--- config.mk ---
export PLATFORM = sky130hd
export DESIGN_NAME = grayscale_flat
export DESIGN_NICKNAME = d
export VERILOG_FILES = /design/src/rtl/grayscale_if.sv /design/src/rtl/grayscale.sv /design/src/flat_wrapper.sv
export SDC_FILE = /design/constraint.sdc
export NUM_CORES = 1
export LEC_CHECK = 0
export ABC_AREA = 1
export CAP_MARGIN = 20
export CELL_PAD_IN_SITES_DETAIL_PLACEMENT = 0
export CELL_PAD_IN_SITES_GLOBAL_PLACEMENT = 2
export CORE_AREA = 2 2 82 84
export DETAILED_ROUTE_END_ITERATION = 6
export DIE_AREA = 0 0 84 86
export DONT_BUFFER_PORTS = 1
export PLACE_DENSITY_LB_ADDON = 0.1
export SLEW_MARGIN = 20
export SYNTH_ARGS = -nofsm -noshare
export SYNTH_HDL_FRONTEND = slang
export SYNTH_SLANG_ARGS = --single-unit
--- constraint.sdc ---
create_clock -name clock -period 4.7 [get_ports clock]
set_clock_uncertainty 0.2 [all_clocks]
set_input_delay 0.705 -clock clock [delete_from_list [all_inputs] [get_ports clock]]
set_output_delay 0.705 -clock clock [all_outputs]
set_load 0.02 [all_outputs]
--- src/rtl/grayscale_if.sv ---
// FIFO-side bundle for the grayscale stage: RGB read port and gray write port.
interface grayscale_if #(
  parameter int DWIDTH_IN  = 24,
  parameter int DWIDTH_OUT = 8
);
  logic                  in_rd_en;
  logic [DWIDTH_IN-1:0]  in_dout;
  logic                  in_empty;
  logic                  out_wr_en;
  logic [DWIDTH_OUT-1:0] out_din;
  logic                  out_full;

  modport master (
    output in_rd_en,
    input  in_dout,
    input  in_empty,
    output out_wr_en,
    output out_din,
    input  out_full
  );

  modport slave (
    input  in_rd_en,
    output in_dout,
    output in_empty,
    input  out_wr_en,
    input  out_din,
    output out_full
  );
endinterface

--- src/rtl/grayscale.sv ---
// RGB to grayscale stage: averages R,G,B of one pixel every two cycles and
// tracks the pixel position to flag the end of each frame.
module grayscale #(
  parameter int DWIDTH_IN  = 24,
  parameter int DWIDTH_OUT = 8,
  parameter int IMG_WIDTH  = 720,
  parameter int IMG_HEIGHT = 540
) (
  input  logic        clock,
  input  logic        reset,
  grayscale_if.master bus,
  output logic        frame_done
);
  localparam int XW = (IMG_WIDTH  > 1) ? $clog2(IMG_WIDTH)  : 1;
  localparam int YW = (IMG_HEIGHT > 1) ? $clog2(IMG_HEIGHT) : 1;

  typedef enum logic {
    S_READ,
    S_WRITE
  } state_t;

  state_t          r_state;
  logic [9:0]      r_sum;
  logic [XW-1:0]   r_x;
  logic [YW-1:0]   r_y;
  logic            r_fd;

  logic            w_rd;
  logic            w_wr;
  logic            w_xlast;
  logic            w_ylast;
  logic [9:0]      w_sum;
  logic [DWIDTH_OUT-1:0] w_gray;

  assign w_rd = (r_state == S_READ) && !bus.in_empty;
  assign w_wr = (r_state == S_WRITE) && !bus.out_full;

  assign w_sum = {2'b00, bus.in_dout[23:16]}
               + {2'b00, bus.in_dout[15:8]}
               + {2'b00, bus.in_dout[7:0]};

  // Max sum is 765, so the quotient never exceeds 255.
  assign w_gray = DWIDTH_OUT'(r_sum / 10'd3);

  assign w_xlast = (r_x == XW'(IMG_WIDTH - 1));
  assign w_ylast = (r_y == YW'(IMG_HEIGHT - 1));

  assign bus.in_rd_en  = w_rd;
  assign bus.out_wr_en = w_wr;
  assign bus.out_din   = w_gray;
  assign frame_done    = r_fd;

  always_ff @(posedge clock) begin
    if (reset) begin
      r_state <= S_READ;
      r_sum   <= '0;
      r_x     <= '0;
      r_y     <= '0;
      r_fd    <= 1'b0;
    end else begin
      r_fd <= 1'b0;
      unique case (r_state)
        S_READ: begin
          if (w_rd) begin
            r_sum   <= w_sum;
            r_state <= S_WRITE;
          end
        end
        S_WRITE: begin
          if (w_wr) begin
            r_state <= S_READ;
            if (w_xlast) begin
              r_x <= '0;
              if (w_ylast) begin
                r_y  <= '0;
                r_fd <= 1'b1;
              end else begin
                r_y <= r_y + 1'b1;
              end
            end else begin
              r_x <= r_x + 1'b1;
            end
          end
        end
        default: r_state <= S_READ;
      endcase
    end
  end
endmodule

--- src/flat_wrapper.sv ---
// flat-port wrapper written by rule: the top's interface ports become plain ports
module grayscale_flat 
#(
  parameter int DWIDTH_IN  = 24,
  parameter int DWIDTH_OUT = 8,
  parameter int IMG_WIDTH  = 720,
  parameter int IMG_HEIGHT = 540
)
  (clock, reset, frame_done, bus_in_rd_en, bus_in_dout, bus_in_empty, bus_out_wr_en, bus_out_din, bus_out_full);
  grayscale_if #(.DWIDTH_IN(DWIDTH_IN), .DWIDTH_OUT(DWIDTH_OUT)) bus_i ();
  input  logic clock;
  input  logic reset;
  output logic frame_done;
  output wire logic [$bits(bus_i.in_rd_en)-1:0] bus_in_rd_en;
  input wire logic [$bits(bus_i.in_dout)-1:0] bus_in_dout;
  input wire logic [$bits(bus_i.in_empty)-1:0] bus_in_empty;
  output wire logic [$bits(bus_i.out_wr_en)-1:0] bus_out_wr_en;
  output wire logic [$bits(bus_i.out_din)-1:0] bus_out_din;
  input wire logic [$bits(bus_i.out_full)-1:0] bus_out_full;
  assign bus_in_rd_en = bus_i.in_rd_en;
  assign bus_i.in_dout = bus_in_dout;
  assign bus_i.in_empty = bus_in_empty;
  assign bus_out_wr_en = bus_i.out_wr_en;
  assign bus_out_din = bus_i.out_din;
  assign bus_i.out_full = bus_out_full;
  grayscale #(.DWIDTH_IN(DWIDTH_IN), .DWIDTH_OUT(DWIDTH_OUT), .IMG_WIDTH(IMG_WIDTH), .IMG_HEIGHT(IMG_HEIGHT)) u_core (.clock(clock), .reset(reset), .bus(bus_i), .frame_done(frame_done));
endmodule
After elaboration in Yosys (flattened, before gate mapping):

Cells that the tools add are included.

* register bits after elaboration: 32
* output and inout port bits: 11
* memories: 0
* bits in latches: 0
* logic and storage cells: 29
* ROM bits: 0
* bits of input ports: 28
* memory bits (writable): 0

* bitwise operators: 3
* add/subtract/negate cells: 4
* reductions and logical operators: 8
* equality and inequality tests: 2
* $lt $le $gt $ge: 0
* divide/modulo/power cells: 1
* shift operators: 0
* multiply operators: 0
* mux-type cells: 6

Operators with widths (number)
* adder 10 x 1 -> 10 bit (second input constant): 2
* equality test 10 bit (second input constant): 2
* 2-to-1 mux 10 bit: 2
* adder 10 x 8 -> 10 bit: 1
* divider 10 x 2 -> 10 bit (second input constant): 1
* adder 8 x 8 -> 9 bit: 1
* AND reduction 2 bit: 2
* OR reduction 4 bit: 1
* 2-to-1 mux 1 bit: 3
* NOT 1 bit: 3
* AND reduction 3 bit: 1
* logical AND 1 bit: 2
* logical NOT 1 bit: 2
* one-hot mux 1 bit (2 select lines): 1

Longest topological paths before layout:

* word-level depth: 4
* depth in mapped cells: 27
* mapped depth without buffers: 27

Least setup slack after synthesis:

OpenSTA, ideal clock, no wires.

* path type: register -> output
* from: reg u_core.r_sum[8]
* to: out bus_out_din[0]
* data arrival time: 2700 ps
* cell stages (with the launch flop): 26
* setup slack: 1095 ps
* required time: 3795 ps
* cells stage by stage: dfxtp_1 > inv_2 > nand3_1 > nand2_2 > inv_2 > o21ai_2 > nand2_2 > inv_2 > nor2_4 > nor2_2 > nand2_1 > nand2_2 > inv_2 > o21bai_4 > nand3_2 > nand2_1 > nand2_1 > nand2_1 > inv_1 > ha_1 > inv_1 > nand2_2 > inv_2 > nand2_4 > a21oi_2 > nand4_1

* longest elaborated chain between the ends: 1

RTL lines
* start, declared: line grayscale.sv:23 `logic [9:0] r_sum;`
* start signal, assigned: line grayscale.sv:65 `r_sum <= w_sum;`
* divider 10 x 2 -> 10 bit: line grayscale.sv:43 `assign w_gray = DWIDTH_OUT'(r_sum / 10'd3);`
* end, declared: line flat_wrapper.sv:18 `output wire logic [$bits(bus_i.out_din)-1:0] bus_out_din;`

No other way between the ends.

Worst setup path in the final report:

Same ends and word-level chain as after synthesis.

==> impl_metrics.json <==
{
  "dp_hpwl_mm": 3.86,
  "die_area_mm2": 0.00722,
  "clk_latency_ns": 0.28,
  "period_share_pct": 88.2,
  "cts.sinks": 32,
  "port_buffers": 0,
  "drt-total-wl_mm": 4.78,
  "areaGrowthSynthToFinish_pct": 9.19,
  "cts_resized": 0,
  "post-route-util_pct": 40.7,
  "syn_nets": 386,
  "ctsRootBufferMaster": "clkbuf_8",
  "drtIter0Drc": 71,
  "htreeDepth": 2,
  "ant_nets": 0,
  "required_ns": 3.80,
  "ir_drop_mv": 0.181,
  "route.detailed.drc": 0,
  "final_nets": 391,
  "grt_overflow": 0,
  "netlist.area_leader.share_pct": 27.4,
  "setup_violations": 0,
  "rsz0062_at_grt": "no",
  "hold_violations": 0,
  "synthCells": 337,
  "cts_tree": "yes",
  "whs_ns": 0.285,
  "cts_made_buffers": 5,
  "ys_seq_area_share_pct": 27.4,
  "synthTopCellsByArea": "dfxtp_1, ha_1, inv_1",
  "status": "finished clean",
  "rrSetupSlack_ns": 1.96,
  "die_w_um": 84,
  "max_freq_ghz": 0.241,
  "grt_pass1_wl_mm": 8.51,
  "synth.largest_area_cell": "dfxtp_1",
  "start_util_pct": 37.3,
  "drv_cap": 0,
  "grt_util_all_layers_pct": 14.4,
  "grt_max_degree": 17,
  "antenna_cells": 0,
  "num_rows": 29,
  "switchingPower_uw": 355,
  "setup_ws_ns": 0.552,
  "syn_avg_cell_area_um2": 6.95,
  "die-height_um": 86,
  "drive_above_1_share_pct": 10.5,
  "first_global_vias": 1909,
  "drv_slew": 0,
  "holdBufCountCts": 0,
  "synthesis.area_mm2": 0.00234,
  "synthDistinctLibCells": 32,
  "final_common_cell": "inv_1",
  "num-fill-cells": 675,
  "fin_crit_ns": 4.15,
  "worstPathArrival_ns": 3.24,
  "internal-power_uw": 591,
  "timing.setup.tns_ns": 0,
  "wire_per_inst_um": 11.4,
  "first_pass_iters": 4,
  "routed_via_density": 4.72,
  "cp_common_cell": "nand2_1",
  "endpoint_kind": "primary output",
  "clk_pin_slew_ns": 0.08,
  "vias": 1983,
  "gp_congestion": 0.756,
  "crit_path_start_kind": "register",
  "clockBufferDepth": 2,
  "postCtsSetupRepairBufs": 0,
  "power_frac_comb_pct": 37.5,
  "ios": 39,
  "crit_fanout": 4,
  "max_stage_delay_ns": 0.36,
  "pwr-share-clk_pct": 31.3,
  "layout.cells.most_common_list": "inv_1, nand2_1, nor2_1",
  "power_per_cell_area_mw_per_mm2": 370,
  "crit_slowest_cell": "dfxtp_1",
  "pre_cts_slack_ns": 0.833,
  "path_class": "register to primary output",
  "slew_headroom_pct": 52.5,
  "p_leak_nw": 1.16,
  "antenna_found_initial": 0,
  "tightestPinTransition_ns": 0.709,
  "core-area_mm2": 0.00628,
  "hold_class": "input pin to register",
  "power.share.sequential_pct": 31.2,
  "switching_share_pct": 37.5,
  "ys_ff_latch": 32,
  "ys_warn_count": 0
}
-- kinds of logic after synthesis --
logic type | after synthesis | share of synthesized area [%]
simple gates | 147 | 29.9
buf+inv | 61 | 9.78
compound gates | 59 | 14.8
flops | 32 | 27.4
fa+ha+maj | 21 | 11.9
xor+xnor | 17 | 6.36
-- critical path: cells and delay by family, from the launching register on --
family,cells,cell delay [ns]
and+or+nand+nor,14,1.61
adders and majority gates,1,0.17
buffers and inverters,8,0.52
DFF,1,0.36
AOI/OAI and AO/OA,3,0.32
-- power by group through the flow --
stage,registers (mW),logic [mW],clock network (mW)
after floorplan,0.299,0.310,0
after global placement,0.302,0.357,0
after detailed placement,0.302,0.358,0
after CTS,0.296,0.360,0.308
after global routing,0.298,0.408,0.317
final,0.295,0.355,0.296
-- per-stage QoR --
step | power, mW | std cells | cell area (um2)
floorplan | 0.609 | 337 | 2340
global placement | 0.659 | 412 | 2430
detailed placement | 0.660 | 412 | 2430
CTS | 0.963 | 420 | 2560
global route | 1.02 | 420 | 2560
finish | 0.947 | 420 | 2560
-- cells in the mapped netlist --
library cell and n:
nor2_4 1, nand3_1 20, a211oi_1 2, xor2_1 13, nor4_1 6, nand2_1 48
dfxtp_1 32, clkbuf_1 2, nand4_1 5, nor4_2 1, o21bai_1 3, a21oi_1 29
o21ai_0 14, o21ai_1 3, inv_1 52, o21ai_2 3, o21bai_4 1, nand3_2 4
a31oi_1 1, nor3b_1 4, ha_1 19, nor3_1 9, nand2_2 5, inv_2 7
o21bai_2 1, o21a_1 1, nor2_2 3, fa_1 2, nand2_4 1, a21oi_2 1
nor2_1 40, xnor2_1 4
-- worst paths after layout --
path	start	endpoint	cells after the start
min reg2reg	u_core.r_y[0]$_SDFFE_PP0P_	u_core.r_y[0]$_SDFFE_PP0P_	1
max	u_core.r_sum[8]$_SDFFE_PP0P_	bus_out_din[0]	26
max reg2reg	u_core.r_state$_SDFF_PP0_	u_core.r_y[9]$_SDFFE_PP0P_	9
min	reset	u_core.r_x[8]$_SDFFE_PP0P_	1
-- routing by layer --
metal	part of all wire [%]	global-route usage (%)	wire (um)	vias to the layer above
li1	-	-	-	1108
met1	54	20.0	2570	840
met2	39	21.1	1890	31
met3	5.2	4.72	250	4
met4	1.3	4.84	63	0
met5	0	0	0	-
-- cell type report --
| cell class | instances | area [um2] | area share (%) |
|---|---|---|---|
| clock buffer | 7 | 96.3 | 3.77 |
| clock inverter | 1 | 30.0 | 1.17 |
| inverter | 59 | 221 | 8.66 |
| multi-input combinational | 244 | 1470 | 57.6 |
| sequential | 32 | 641 | 25.0 |
| tap | 77 | 96.3 | 3.77 |
-- sequential cells by signal, summed over array words and instances (netlist names) --
| register | cells |
|---|---|
| u_core.frame_done | 1 |
| u_core.r_state | 1 |
| u_core.r_sum | 10 |
| u_core.r_x | 10 |
| u_core.r_y | 10 |
Note: power is estimated with default switching activity, not from simulation.
